$ cat src/rtl/mmio_periph_resp_pkg.sv
// Shared constants, register-select type and address decode for the MMIO peripheral responder.
package mmio_periph_resp_pkg;

    localparam logic [19:0] MMIO_PAGE = 20'hFFFFF;

    localparam logic [31:0] ADDR_DIG  = 32'hFFFF_F000;
    localparam logic [31:0] ADDR_TCNT = 32'hFFFF_F020;
    localparam logic [31:0] ADDR_TDIV = 32'hFFFF_F024;
    localparam logic [31:0] ADDR_LED  = 32'hFFFF_F060;
    localparam logic [31:0] ADDR_SW   = 32'hFFFF_F070;
    localparam logic [31:0] ADDR_BTN  = 32'hFFFF_F078;

    localparam logic [7:0] SEG_BLANK = 8'hFF;

    typedef enum logic [2:0] {
        SEL_NONE,
        SEL_DIG,
        SEL_TCNT,
        SEL_TDIV,
        SEL_LED,
        SEL_SW,
        SEL_BTN
    } reg_sel_e;

    // Word-granular decode; the byte offset within a word never selects a register.
    function automatic reg_sel_e decode_sel(input logic [29:0] word_addr);
        reg_sel_e sel;
        sel = SEL_NONE;
        if (word_addr == ADDR_DIG[31:2])  sel = SEL_DIG;
        if (word_addr == ADDR_TCNT[31:2]) sel = SEL_TCNT;
        if (word_addr == ADDR_TDIV[31:2]) sel = SEL_TDIV;
        if (word_addr == ADDR_LED[31:2])  sel = SEL_LED;
        if (word_addr == ADDR_SW[31:2])   sel = SEL_SW;
        if (word_addr == ADDR_BTN[31:2])  sel = SEL_BTN;
        return sel;
    endfunction

endpackage

$ cat src/rtl/mmio_periph_resp_seg7_decode.sv
// Hex nibble to active-low 7-segment pattern {dp,g,f,e,d,c,b,a}; decimal point always off.
module seg7_decode
    import mmio_periph_resp_pkg::*;
(
    input  logic [3:0] nibble_i,
    output logic [7:0] seg_o
);

    always_comb begin
        seg_o = SEG_BLANK;
        case (nibble_i)
            4'h0: seg_o = 8'hC0;
            4'h1: seg_o = 8'hF9;
            4'h2: seg_o = 8'hA4;
            4'h3: seg_o = 8'hB0;
            4'h4: seg_o = 8'h99;
            4'h5: seg_o = 8'h92;
            4'h6: seg_o = 8'h82;
            4'h7: seg_o = 8'hF8;
            4'h8: seg_o = 8'h80;
            4'h9: seg_o = 8'h90;
            4'hA: seg_o = 8'h88;
            4'hB: seg_o = 8'h83;
            4'hC: seg_o = 8'hC6;
            4'hD: seg_o = 8'hA1;
            4'hE: seg_o = 8'h86;
            4'hF: seg_o = 8'h8E;
            default: seg_o = SEG_BLANK;
        endcase
    end

endmodule

$ cat src/rtl/mmio_periph_resp.sv
// MMIO peripheral responder on the 0xFFFFF000 page: LED, switches, buttons, 7-seg scanner, timer.
// The timer (TCNT/TDIV/prescaler) is built only when MMIO_TIMER_EN is defined.
module mmio_periph_resp
    import mmio_periph_resp_pkg::*;
#(
    parameter int SCAN_DIV  = 20000,
    parameter int TIMER_DIV = 100
) (
    input  logic        cpu_clk,
    input  logic        cpu_rst,
    input  logic [31:0] Bus_addr,
    input  logic [3:0]  Bus_we,
    input  logic [31:0] Bus_wdata,
    output logic [31:0] Bus_rdata,
    output logic        periph_hit,
    input  logic [23:0] sw,
    input  logic [4:0]  button,
    output logic [23:0] led,
    output logic [7:0]  dig_en,
    output logic [7:0]  DN_seg
);

    localparam int SCAN_W = (SCAN_DIV > 1) ? $clog2(SCAN_DIV) : 1;

    function automatic logic [31:0] lane_merge(input logic [31:0] old_val,
                                               input logic [31:0] wdata,
                                               input logic [3:0]  we);
        logic [31:0] res;
        for (int i = 0; i < 4; i++) begin
            res[8*i +: 8] = we[i] ? wdata[8*i +: 8] : old_val[8*i +: 8];
        end
        return res;
    endfunction

    reg_sel_e    sel;
    logic        wr_en;
    logic [31:0] tcnt_rd, tdiv_rd;
    logic [31:0] led_wr;

    logic [23:0]       led_q, led_d;
    logic [31:0]       dig_q, dig_d;
    logic [23:0]       sw_meta_q, sw_sync_q;
    logic [4:0]        btn_meta_q, btn_sync_q;
    logic [SCAN_W-1:0] scan_cnt_q, scan_cnt_d;
    logic [2:0]        scan_idx_q, scan_idx_d;

    logic unused_bits;
    assign unused_bits = ^{Bus_addr[1:0], led_wr[31:24]};

    assign periph_hit = (Bus_addr[31:12] == MMIO_PAGE);
    assign sel        = decode_sel(Bus_addr[31:2]);
    assign wr_en      = periph_hit && (|Bus_we);

    // NOTE: every variable assigned in an always_comb gets a default first, so no latch is inferred.
    always_comb begin
        led_wr     = lane_merge({8'h00, led_q}, Bus_wdata, Bus_we);
        led_d      = led_q;
        dig_d      = dig_q;
        scan_cnt_d = scan_cnt_q + SCAN_W'(1);
        scan_idx_d = scan_idx_q;
        if (wr_en && sel == SEL_LED) led_d = led_wr[23:0];
        if (wr_en && sel == SEL_DIG) dig_d = lane_merge(dig_q, Bus_wdata, Bus_we);
        if (scan_cnt_q == SCAN_W'(SCAN_DIV - 1)) begin
            scan_cnt_d = '0;
            scan_idx_d = scan_idx_q + 3'd1;
        end
    end

    // NOTE: sequential state uses non-blocking assignments only, so all flops update together.
    always_ff @(posedge cpu_clk or posedge cpu_rst) begin
        if (cpu_rst) begin
            led_q      <= '0;
            dig_q      <= '0;
            sw_meta_q  <= '0;
            sw_sync_q  <= '0;
            btn_meta_q <= '0;
            btn_sync_q <= '0;
            scan_cnt_q <= '0;
            scan_idx_q <= '0;
        end else begin
            led_q      <= led_d;
            dig_q      <= dig_d;
            sw_meta_q  <= sw;
            sw_sync_q  <= sw_meta_q;
            btn_meta_q <= button;
            btn_sync_q <= btn_meta_q;
            scan_cnt_q <= scan_cnt_d;
            scan_idx_q <= scan_idx_d;
        end
    end

`ifdef MMIO_TIMER_EN
    logic [31:0] tcnt_q, tcnt_d, tdiv_q, tdiv_d, presc_q, presc_d;
    logic [31:0] presc_top, tcnt_inc;
    logic        tick;

    // A TCNT write landing on a tick merges over the incremented count, not the old one.
    always_comb begin
        presc_top = (tdiv_q == 32'd0) ? 32'd0 : tdiv_q - 32'd1;
        tick      = (presc_q >= presc_top);
        tcnt_inc  = tcnt_q + {31'd0, tick};
        tcnt_d    = tcnt_inc;
        tdiv_d    = tdiv_q;
        presc_d   = tick ? 32'd0 : presc_q + 32'd1;
        if (wr_en && sel == SEL_TCNT) tcnt_d = lane_merge(tcnt_inc, Bus_wdata, Bus_we);
        if (wr_en && sel == SEL_TDIV) begin
            tdiv_d  = lane_merge(tdiv_q, Bus_wdata, Bus_we);
            presc_d = 32'd0;
        end
    end

    always_ff @(posedge cpu_clk or posedge cpu_rst) begin
        if (cpu_rst) begin
            tcnt_q  <= '0;
            tdiv_q  <= 32'(TIMER_DIV);
            presc_q <= '0;
        end else begin
            tcnt_q  <= tcnt_d;
            tdiv_q  <= tdiv_d;
            presc_q <= presc_d;
        end
    end

    assign tcnt_rd = tcnt_q;
    assign tdiv_rd = tdiv_q;
`else
    localparam logic [31:0] TIMER_DIV_UNUSED = 32'(TIMER_DIV);
    assign tcnt_rd = '0;
    assign tdiv_rd = '0;
`endif

    always_comb begin
        Bus_rdata = '0;
        if (periph_hit) begin
            case (sel)
                SEL_DIG:  Bus_rdata = dig_q;
                SEL_TCNT: Bus_rdata = tcnt_rd;
                SEL_TDIV: Bus_rdata = tdiv_rd;
                SEL_LED:  Bus_rdata = {8'h00, led_q};
                SEL_SW:   Bus_rdata = {8'h00, sw_sync_q};
                SEL_BTN:  Bus_rdata = {27'd0, btn_sync_q};
                default:  Bus_rdata = '0;
            endcase
        end
    end

    assign led    = led_q;
    assign dig_en = ~(8'd1 << scan_idx_q);

    seg7_decode u_seg7_decode (
        .nibble_i (dig_q[{scan_idx_q, 2'b00} +: 4]),
        .seg_o    (DN_seg)
    );

endmodule

$ cat config.mk
export PLATFORM = sky130hd
export DESIGN_NAME = mmio_periph_resp
export DESIGN_NICKNAME = d
export VERILOG_FILES = /design/src/rtl/mmio_periph_resp_pkg.sv /design/src/rtl/mmio_periph_resp_seg7_decode.sv /design/src/rtl/mmio_periph_resp.sv
export SDC_FILE = /design/constraint.sdc
export NUM_CORES = 1
export LEC_CHECK = 0
export ABC_AREA = 1
export CAP_MARGIN = 0
export CORE_UTILIZATION = 30
export DETAILED_ROUTE_END_ITERATION = 10
export MAX_ROUTING_LAYER = met4
export SYNTH_ARGS = -nofsm -noshare
export SYNTH_HDL_FRONTEND = slang
export SYNTH_SLANG_ARGS = --single-unit
$ cat constraint.sdc
create_clock -name cpu_clk -period 5.1 [get_ports cpu_clk]
set_input_delay 0.51 -clock cpu_clk [delete_from_list [all_inputs] [get_ports cpu_clk]]
set_output_delay 0.51 -clock cpu_clk [all_outputs]
set_load 0.03 [all_outputs]
* After elaboration in Yosys (flattened, before gate mapping)
Memory sizes are Yosys's and may differ from the RTL's.
Index checks and enable logic that the tools add are counted.
** Cells by class
- Add/subtract/negate cells :: 2
- Equality and inequality tests :: 12
- Shift-type cells :: 2
- Mux-type cells :: 9
- Bitwise operators :: 1
- Reduce and logical (&&, ||, !) cells :: 11
** Operators with widths (count)
- == test 30 bit (second input constant) :: 6
- one-hot mux 32 bit (4 select lines) :: 1
- two-way mux 32 bit :: 1
- variable part select 32 x 6 -> 4 bit :: 1
- == test 20 bit (second input constant) :: 1
- adder 15 x 1 -> 15 bit (second input constant) :: 1
- == test 15 bit (second input constant) :: 1
- two-way mux 15 bit :: 1
- two-way mux 3 bit :: 5
- AND reduction 2 bit :: 7
- == test 3 bit (second input constant) :: 3
- inverter 8 bit :: 1
- << shifter 1 x 3 -> 8 bit (first input constant) :: 1
- OR reduction 4 bit :: 1
- adder 3 x 1 -> 3 bit (second input constant) :: 1
- == test 3 x 1 -> 1 bit (second input constant) :: 1
- logical AND 1 bit :: 3
- two-way mux 1 bit :: 1
** Word-level totals
- Flip-flop bits (word level) :: 132
- Memory bits (read-only) :: 112
- Input port bits :: 99
- Output and inout port bits :: 73
- Word-level logic and storage cells :: 51
- Memories :: 1
** Memories
- (no name shown) :: words 16, width 7, rd ports 1, clocked after memory_dff 0, write ports 0, line mmio_periph_resp_seg7_decode.sv:11 : case (nibble_i)

* Logic depth before layout (Yosys ltp)
Gate-level depths: netlist (run 1).
- Depth in word-level cells :: 10
- Depth in mapped cells :: 15
- Depth with buffers taken out :: 13

* By module
A second synthesis (run 1) with hierarchy kept.
** Second synthesis, totals
- Cell total of the unflattened synthesis :: 729
- Area, all modules :: 6251.0 um^2
** Modules (own cells, without submodules)
- mmio_periph_resp :: instances 1, cells each 678, area an instance 5965.7 um^2, sequential area each 3303.2 um^2
- seg7_decode :: instances 1, cells each 51, area an instance 285.3 um^2, sequential area each 0.0 um^2

* Worst setup path after synthesis (run 1)
No wires, ideal clock.
- Kind :: register to output
- Start point :: register scan_idx_q[0]
- End point :: output port DN_seg[2]
- Arrival time :: 2113 ps
- Data required time :: 4590 ps
- Setup slack :: 2477 ps
- Cell stages (with the launch flop) :: 13
- Buffers on the path :: 2
- Path through :: dfrtp_1 > buf_2 > buf_2 > nor2_1 > nor2_1 > o21ai_0 > nand2_1 > nand2_1 > nand2_1 > inv_1 > ha_1 > nand2_1 > o21ai_0
** Between the ends
- Longest elaborated chain between the ends :: 2
** RTL lines
- start, declared :: line mmio_periph_resp.sv:45 : logic [2:0] scan_idx_q, scan_idx_d;
- start signal, assigned :: line mmio_periph_resp.sv:88 : scan_idx_q <= scan_idx_d;
- variable part select 32 x 6 -> 4 bit :: line mmio_periph_resp.sv:151 : .nibble_i (dig_q[{scan_idx_q, 2'b00} +: 4]),
- memory read (16 x 7 bit)
- end, declared :: line mmio_periph_resp.sv:20 : output logic [7:0] DN_seg
No other way between the ends.

* Worst setup path in the final report (run 1)
- Start point :: register scan_idx_q[1]
- End point :: output port DN_seg[1]
Same word-level chain as after synthesis.

==> results.py, run 1 <==
metrics = {
    "status": {
        "status": "finished clean",
    },
    "min_path": {
        "hold_class": "flip-flop to flip-flop",
    },
    "synthesis": {
        "netlist_area_um2": 6123,
        "yosysWarnings": 0,
        "synth_cell_types": 26,
        "netlist_top_cells_area": "dfrtp_1 (54%), nand2_1 (16%), nand3_1 (7.1%), nand4_1 (4.1%), inv_1 (3.4%)",
        "synthesis.instances": 736,
        "synth_seq_area_share_pct": 53.94,
        "synth-seq-cells": 132,
        "synth_nets": 848,
        "synth_top_area_cell": "dfrtp_1",
        "syn_avg_cell_area_um2": 8.320,
        "synth_top_area_share_pct": 53.94,
    },
    "clocking": {
        "numCtsBuffers": 17,
        "cts_tree": "yes",
        "clk_path_buf_depth": 2,
        "cts_hold_buf": 0,
        "cts_setup_buffers": 0,
        "postCtsResizedCells": 0,
        "cts_sinks": 132,
        "cts_max_level": 4,
        "clkSlewWorstSetupHoldPaths_ns": 0.06,
        "worstSkewPairLatency_ns": 0.42,
        "clockRootBuffer": "clkbuf_16",
    },
    "pwr": {
        "leakagePower_nw": 4.014,
        "powerDensity_nw_per_um2": 286.0,
        "irDropWorstVdd_v": 0.0002109,
    },
    "sta": {
        "relSlewSlack_pct": 34.90,
        "hold_violations": 0,
        "fin_tns_setup_ns": 0,
        "rsz0062_at_grt": "no",
        "clock_skew_ns": 0.009799,
        "setup_viol": 0,
        "min_period_ns": 3.789,
        "drv_slew": 0,
        "worst_slew_pin_slew_ns": 0.9765,
        "period_share_pct": 74.29,
        "timing.fmax_mhz": 263.9,
    },
    "cells_and_area": {
        "drive_gt1_share_pct": 5.786,
        "final_common_cell": "nand2_1",
        "syn2layout_area_growth_pct": 41.72,
        "instances_no_fill": 1181,
        "diodes": 0,
        "layout_common_cells": "nand2_1 (262), clkdlybuf4s50_1 (168), dfrtp_1 (132)",
        "layout.nets": 1015,
    },
    "global_routing": {
        "met3_usage_pct": 3.817,
        "grt_use_met2_pct": 31.12,
        "busiest_layer": "met2",
        "grt_antenna_before_repair": 0,
        "grt.total_usage_pct": 19.47,
        "grt_pass1_wl_um": 29330,
        "grtUsageMet1_pct": 24.67,
        "grt_pass1_vias": 5435,
        "overflow": 0,
        "grt_start_max_net_pins": 106,
    },
    "placed_design": {
        "place_inst": 1149,
        "gp_congestion": 0.8425,
        "port_buffers": 168,
        "dp_hpwl_um": 13070,
    },
    "drt": {
        "via_per_inst": 4.625,
        "drc": 0,
        "wl_per_cell_um": 15.80,
        "drt_first_pass_iters": 4,
        "ant_nets": 0,
        "wirelength_um": 18660,
        "vias": 5462,
        "drt_iter0_markers": 339,
    },
    "critical_path": {
        "r2r_end": "scan_cnt_q[8]$_DFF_PP0_",
        "critPathLaunchType": "flip-flop",
        "crit_arrival_ns": 3.28,
        "r2r_cells": 10,
        "endpoint_kind": "output pin",
        "r2r_slack_ns": 3.26,
        "critPathLaunch": "scan_idx_q[1]$_DFFE_PP0N_",
        "reg2reg_from": "scan_cnt_q[0]$_DFF_PP0_",
        "crit_path_end": "DN_seg[1]",
        "crit_fanout": 13,
        "crit_required_ns": 4.59,
        "path_class": "flip-flop to output pin",
    },
    "floorplanning": {
        "coreArea_um2": 19720,
        "io_pins": 172,
        "die_area_um2": 20990,
        "die_h_um": 144.9,
        "rows": 51,
        "start_util_pct": 31.06,
        "die_w_um": 144.9,
    },
    "run": {
        "maxCapViolCount": 0,
    },
}
## worst min path at each step
stage / start / end / slack [ns] / depth (start not counted)
floorplan: btn_meta_q[0]$_DFF_PP0_ / btn_sync_q[0]$_DFF_PP0_ / 0.33 / 0
global placement: sw_meta_q[21]$_DFF_PP0_ / sw_sync_q[21]$_DFF_PP0_ / 0.33 / 0
detailed placement: sw_meta_q[16]$_DFF_PP0_ / sw_sync_q[16]$_DFF_PP0_ / 0.33 / 0
CTS: sw_meta_q[15]$_DFF_PP0_ / sw_sync_q[15]$_DFF_PP0_ / 0.35 / 0
global route: sw_meta_q[0]$_DFF_PP0_ / sw_sync_q[0]$_DFF_PP0_ / 0.35 / 0
finish: sw_meta_q[15]$_DFF_PP0_ / sw_sync_q[15]$_DFF_PP0_ / 0.34 / 0
## logic make-up (layout without fill, tap and decap cells)
group	count (synthesis)	in the layout	synth area share, %
buffers and inverters	90	270	6.273
and+or+nand+nor	454	454	32.30
adders and majority gates	13	13	2.656
AOI/OAI and AO/OA	41	41	4.046
DFF	132	132	53.94
xor gates and xnor gates	5	5	0.7151
other	1	1	0.06124
## cells in the mapped netlist (all sizes together)
cell / n
a21oi: 9
buf: 19
clkbuf: 12
clkinv: 3
conb: 1
dfrtp: 132
ha: 13
inv: 56
nand2: 266
nand3: 88
nand3b: 1
nand4: 40
nor2: 52
nor3: 4
nor4: 3
o211ai: 17
o21ai: 15
xnor2: 1
xor2: 4
## through the flow
step                      power (W)  instance area (µm²)  utilization (%)  setup WS [ns]  hold slack, ns
after floorplan            0.001132                 6123                -          1.064          0.3312
after global placement     0.001229                 8064            40.90          1.596          0.3321
after detailed placement   0.001229                 8064            40.90          1.554          0.3347
after CTS                  0.002512                 8678            44.01          1.242          0.3460
after global routing       0.002569                 8678            44.01          1.048          0.3525
final                      0.002482                 8678            44.01          1.311          0.3431
## cell type report
cell class              instances  area (µm²)
flip-flops and latches        132        3303
well taps                     265       331.6
fillers                      1901       11040
clock buffers                  24       491.7
multi-input cells             514        2439
repair buffers                179        1764
clock inverters                 8       122.6
inverters                      59       226.5
## where the power goes
group	internal, W	switching (W)	total [W]
sequential	0.00107	0.00000672	0.00108
clock	0.000819	0.000453	0.00127
combinational	0.0000700	0.0000611	0.000131
## flip-flops by register name (all words and copies together) (netlist names)
register / flops
btn_meta_q: 5
btn_sync_q: 5
dig_q: 32
led: 24
scan_cnt_q: 15
scan_idx_q: 3
sw_meta_q: 24
sw_sync_q: 24
## critical path: stages (launching register included)
cell and delay [ns]:
dfrtp_1 0.68, clkinv_1 0.17, buf_4 0.22, o211ai_1 0.10
nand3_1 0.12, nand2_1 0.23, inv_1 0.11, ha_1 0.32
nor2_1 0.11, nand2_1 0.06, nand2_1 0.07, clkdlybuf4s50_1 0.66
## per-layer routing
layer  wire length (µm)  vias up
met4                291        0
met5                  0        -
li1                   -     2719
met3               1011       24
met2               8892      153
met1               8462     2566
Note: power is estimated with default switching activity, not from simulation.
==> run 2, diff against run 1 <==
==> constraint.sdc (replaced) <==
create_clock -name cpu_clk -period 3.75 [get_ports cpu_clk]
set_input_delay 0.375 -clock cpu_clk [delete_from_list [all_inputs] [get_ports cpu_clk]]
set_output_delay 0.375 -clock cpu_clk [all_outputs]
set_load 0.03 [all_outputs]
==> run 2 against run 1 <==
Sequential share of layout area shrank 0.36 points. Die area unchanged. Via count grew 1.1%. Final cell count is 0.51% higher. Core utilization increased by 0.43 points. Critical path type unchanged. Critical endpoint unchanged. Largest power group unchanged.
==> results.py, run 2 (synthesis gave the netlist of run 1 again) <==
metrics = {
    "status": {
        "status": "finished clean",
    },
    "critical_path": {
        "crit_required_ns": 3.38,
        "critPathLaunchType": "flip-flop",
        "crit_chain": "clkinv_1 > a21oi_1 > o21ai_0 > nand3_1 > nand2_1 > inv_1 > ha_1 > nor2_1 > nand2_1 > nand2_1 > clkdlybuf4s50_1",
        "cp_slowest_cell": "clkdlybuf4s50_1",
        "max_stage_delay_ns": 0.66,
        "path_class": "flip-flop to output pin",
        "crit_arrival_ns": 3.09,
        "crit_fanout": 9,
        "endpoint_kind": "output pin",
        "path_buf_inv": 3,
        "crit_family": "buffers and inverters",
        "cpMostUsedCell": "nand2_1",
    },
    "clocking": {
        "clk_path_buf_depth": 2,
        "cts_sinks": 132,
        "worstSkewPairLatency_ns": 0.42,
        "postCtsResizedCells": 0,
        "clockRootBuffer": "clkbuf_16",
        "cts_max_level": 4,
        "numCtsBuffers": 17,
        "cts_hold_buf": 0,
        "cts_tree": "yes",
        "cts_setup_buffers": 0,
        "clkSlewWorstSetupHoldPaths_ns": 0.06,
    },
    "cells_and_area": {
        "drive_gt1_share_pct": 9.328,
        "largest_register_ffs": 32,
        "diodes": 0,
        "top_register": "dig_q",
        "syn2layout_area_growth_pct": 43.09,
        "layout.nets": 1021,
        "layout_common_cells": "nand2_1 (262), clkdlybuf4s50_1 (144), dfrtp_1 (132)",
        "final_common_cell": "nand2_1",
        "fill_cells": 1907,
    },
    "sta": {
        "clock_skew_ns": 0.006824,
        "hold_violations": 0,
        "rsz0062_at_grt": "no",
        "timing.fmax_mhz": 288.9,
        "period_share_pct": 92.30,
        "fin_tns_setup_ns": 0,
        "worst_slew_pin_slew_ns": 0.7266,
        "relSlewSlack_pct": 51.56,
        "setup_viol": 0,
        "min_period_ns": 3.461,
        "drv_slew": 0,
        "timing.hold.ws_ns": 0.3456,
    },
    "drt": {
        "route.met2.wl_um": 8342,
        "dr_wl_met3_um": 1096,
        "vias": 5524,
        "drc": 0,
        "ant_nets": 0,
        "via_per_inst": 4.654,
        "drt_first_pass_iters": 5,
        "wl_met1_um": 8624,
        "wirelength_um": 18220,
        "drt_iter0_markers": 418,
        "highest_layer": "met4",
        "wl_per_cell_um": 15.35,
    },
    "pwr": {
        "leakagePower_nw": 4.116,
        "p_sw_share_pct": 22.15,
        "seqPwrFrac_pct": 43.5,
        "power.switching_w": 0.0007469,
        "pwr-share-comb_pct": 5.4,
        "p_int_w": 0.002624,
        "irDropWorstVdd_v": 0.0003279,
        "powerDensity_nw_per_um2": 384.7,
        "clkPwrFrac_pct": 51.2,
    },
    "global_routing": {
        "overflow": 0,
        "grt_start_max_net_pins": 133,
        "grt_pass1_wl_um": 28720,
        "grt_antenna_before_repair": 0,
        "grt.total_usage_pct": 18.94,
        "grt_pass1_vias": 5313,
    },
    "floorplanning": {
        "die_h_um": 144.9,
        "rows": 51,
        "die_area_um2": 20990,
        "start_util_pct": 31.06,
        "io_pins": 172,
        "coreArea_um2": 19720,
        "die_w_um": 144.9,
    },
    "placed_design": {
        "dp_hpwl_um": 13060,
        "gp_congestion": 0.8844,
        "port_buffers": 168,
    },
    "min_path": {
        "hold_class": "flip-flop to flip-flop",
    },
    "run": {
        "maxCapViolCount": 0,
    },
}
==> run 2: cell types whose count changed in the layout (fill, tap and decap cells not counted), sizes merged <==
cell,before,now
clkinv,5,7
clkinvlp,3,4
clkbuf,24,18
inv,56,59
clkdlybuf4s50,168,144
buf,11,41
==> run 2: final timing paths <==
path,from,endpoint,slack [ns],depth (start not counted)
max,scan_idx_q[1]$_DFFE_PP0N_,DN_seg[1],0.29,11
min reg2reg,btn_meta_q[0]$_DFF_PP0_,btn_sync_q[0]$_DFF_PP0_,0.35,0
min,btn_meta_q[0]$_DFF_PP0_,btn_sync_q[0]$_DFF_PP0_,0.35,0
max reg2reg,scan_cnt_q[0]$_DFF_PP0_,scan_cnt_q[8]$_DFF_PP0_,1.97,10
min in group asynchronous,cpu_rst,sw_meta_q[10]$_DFF_PP0_,0.52,3
max in group asynchronous,cpu_rst,scan_cnt_q[7]$_DFF_PP0_,2.69,3
==> run 2: area by class of cell <==
class,instances,area (µm²),share of cell area [%]
Inverter,59,225.2,2.570
Tap cell,265,331.6,3.784
Clock buffer,18,439.2,5.012
Timing Repair Buffer,185,1849,21.11
Sequential cell,132,3303,37.70
Multi-Input combinational cell,514,2439,27.83
Clock inverter,14,175.2,1.999
==> run 2: layer usage <==
metal,GRT usage [%],vias to the layer above
met5,-,-
li1,-,2733
met3,4.344,14
met4,5.152,0
met1,25.73,2597
met2,28.26,180
==> run 2: power groups by stage <==
stage                     combinational (W)  clock [W]  sequential [W]
final                              0.000181    0.00172         0.00147
after global routing               0.000199    0.00183         0.00147
after CTS                          0.000184    0.00176         0.00147
after detailed placement           0.000183          0         0.00149
after global placement             0.000183          0         0.00149
after floorplan                   0.0000518          0         0.00149
==> run 2: metrics by stage <==
stage	setup WS, ns	cells	util (%)	area (µm²)	power, W
floorplan	1.262	736	-	6127	0.001540
CTS	0.2347	1187	44.44	8762	0.003413
global route	0.06283	1187	44.44	8762	0.003500
finish	0.2887	1187	44.44	8762	0.003371
global placement	0.7456	1155	41.32	8148	0.001674
detailed placement	0.7059	1155	41.32	8148	0.001674
==> run 3, diff against run 2 <==
--- a/config.mk
+++ b/config.mk
@@ -10,6 +10,7 @@
 export CORE_UTILIZATION = 30
 export DETAILED_ROUTE_END_ITERATION = 10
 export MAX_ROUTING_LAYER = met4
+export REMOVE_ABC_BUFFERS = 1
 export SYNTH_ARGS = -nofsm -noshare
 export SYNTH_HDL_FRONTEND = slang
 export SYNTH_SLANG_ARGS = --single-unit
==> run 3 against run 2 <==
Global-route usage up 0.16 points. Register-to-register slack got worse by 0.12 ns. Critical path depth is the same. Count of clock-buffer cells in the layout increased by 2. Highest routed layer unchanged.
==> results.py, run 3 (synthesis gave the netlist of run 1 again) <==
metrics = {
    "pwr": {
        "power_w": 0.003317,
        "irDropWorstVdd_v": 0.0002940,
        "leakagePower_nw": 4.108,
        "powerDensity_nw_per_um2": 380.3,
    },
    "sta": {
        "rsz0062_at_grt": "no",
        "min_period_ns": 3.491,
        "relSlewSlack_pct": 62.07,
        "period_share_pct": 93.10,
        "drv_slew": 0,
        "setup_viol": 0,
        "clock_skew_ns": 0.004985,
        "timing.hold.ws_ns": 0.3438,
        "hold_violations": 0,
        "timing.fmax_mhz": 286.4,
        "worst_slew_pin_slew_ns": 0.5677,
    },
    "critical_path": {
        "r2r_end": "scan_cnt_q[8]$_DFF_PP0_",
        "crit_arrival_ns": 3.12,
        "endpoint_kind": "output pin",
        "path_class": "flip-flop to output pin",
        "critPathLaunchType": "flip-flop",
        "crit_required_ns": 3.38,
        "crit_fanout": 11,
        "reg2reg_from": "scan_cnt_q[0]$_DFF_PP0_",
        "r2r_slack_ns": 1.85,
        "r2r_cells": 10,
    },
    "cells_and_area": {
        "layout.nets": 1019,
        "diodes": 0,
        "syn2layout_area_growth_pct": 42.44,
        "top_register": "dig_q",
        "largest_register_ffs": 32,
        "layout_common_cells": "nand2_1 (262), clkdlybuf4s50_1 (144), dfrtp_1 (132)",
        "instances_no_fill": 1182,
        "final_common_cell": "nand2_1",
        "drive_gt1_share_pct": 8.724,
    },
    "clocking": {
        "cts_max_level": 4,
        "cts_tree": "yes",
        "clkSlewWorstSetupHoldPaths_ns": 0.06,
        "clockRootBuffer": "clkbuf_16",
        "clk_path_buf_depth": 2,
        "worstSkewPairLatency_ns": 0.41,
        "cts_setup_buffers": 0,
        "postCtsResizedCells": 0,
        "numCtsBuffers": 17,
        "cts_hold_buf": 0,
        "cts_sinks": 132,
    },
    "min_path": {
        "whs_path_depth": 0,
        "hold_end": "btn_sync_q[2]$_DFF_PP0_",
        "hold_path.startpoint": "btn_meta_q[2]$_DFF_PP0_",
        "hold_class": "flip-flop to flip-flop",
    },
    "placed_design": {
        "place_inst": 1153,
        "port_buffers": 168,
        "dp_hpwl_um": 13090,
        "gp_congestion": 0.8231,
    },
    "drt": {
        "ant_nets": 0,
        "via_per_inst": 4.698,
        "drc": 0,
        "wl_per_cell_um": 15.58,
        "drt_iter0_markers": 366,
        "drt_first_pass_iters": 7,
        "vias": 5553,
        "wirelength_um": 18420,
    },
    "floorplanning": {
        "coreArea_um2": 19720,
        "io_pins": 172,
        "rows": 51,
        "start_util_pct": 31.06,
        "die_w_um": 144.9,
        "die_h_um": 144.9,
        "die_area_um2": 20990,
    },
    "global_routing": {
        "grt_pass1_wl_um": 28750,
        "overflow": 0,
        "grt_pass1_vias": 5304,
        "grt_antenna_before_repair": 0,
        "grt_start_max_net_pins": 73,
        "grt.total_usage_pct": 19.10,
    },
    "status": {
        "status": "finished clean",
    },
    "run": {
        "maxCapViolCount": 0,
    },
}
==> run 3: final cells by class <==
cell class                 instances  area, µm²
inverter                          59      226.5
clock buffer                      20      456.7
clock inverter                     9      131.4
fill                            1949      11000
timing repair buffer             183       1834
sequential                       132       3303
multi-input combinational        514       2439
tap                              265      331.6
==> run 3: per-stage QoR <==
step	setup TNS [ns]	worst slack, ns	utilization [%]	instance area [µm²]
final	0	0.2588	44.24	8722
after global routing	0	0.02747	44.24	8722
after global placement	0	0.6844	41.25	8134
after CTS	0	0.2314	44.24	8722
after detailed placement	0	0.6888	41.25	8134
after floorplan	-19.94	-0.1510	-	5961
==> run 3: worst max-delay path by stage <==
stage                              startpoint                 endpoint  slack (ns)
global route        scan_idx_q[0]$_DFFE_PP0N_                DN_seg[1]        0.03
CTS                 scan_idx_q[0]$_DFFE_PP0N_                DN_seg[1]        0.23
detailed placement  scan_idx_q[0]$_DFFE_PP0N_                DN_seg[1]        0.69
finish              scan_idx_q[0]$_DFFE_PP0N_                DN_seg[1]        0.26
global placement    scan_idx_q[0]$_DFFE_PP0N_                DN_seg[1]        0.68
floorplan                             cpu_rst  btn_meta_q[0]$_DFF_PP0_       -0.15
==> run 3: layer usage <==
layer | share of wire [%] | global-route usage, % | vias up
li1 | - | - | 2734
met1 | 46 | 24.74 | 2610
met2 | 46 | 29.28 | 193
met3 | 7.0 | 4.475 | 16
met4 | 1.6 | 6.537 | 0
met5 | 0 | - | -
==> run 3: critical path, stage by stage, from the launching register on <==
cell and delay (ns):
dfrtp_1 0.49, inv_2 0.20, o21ai_0 0.34, nand2_1 0.09, nand2_1 0.08, nand2_1 0.15
inv_1 0.17, ha_1 0.26, nor2_1 0.12, nand2_1 0.06, nand2_1 0.07, clkdlybuf4s50_1 0.67
==> run 3: power by group <==
part           internal (W)  switching (W)
clock               0.00107       0.000605
combinational     0.0000986      0.0000813
sequential          0.00146     0.00000802
total               0.00262       0.000695
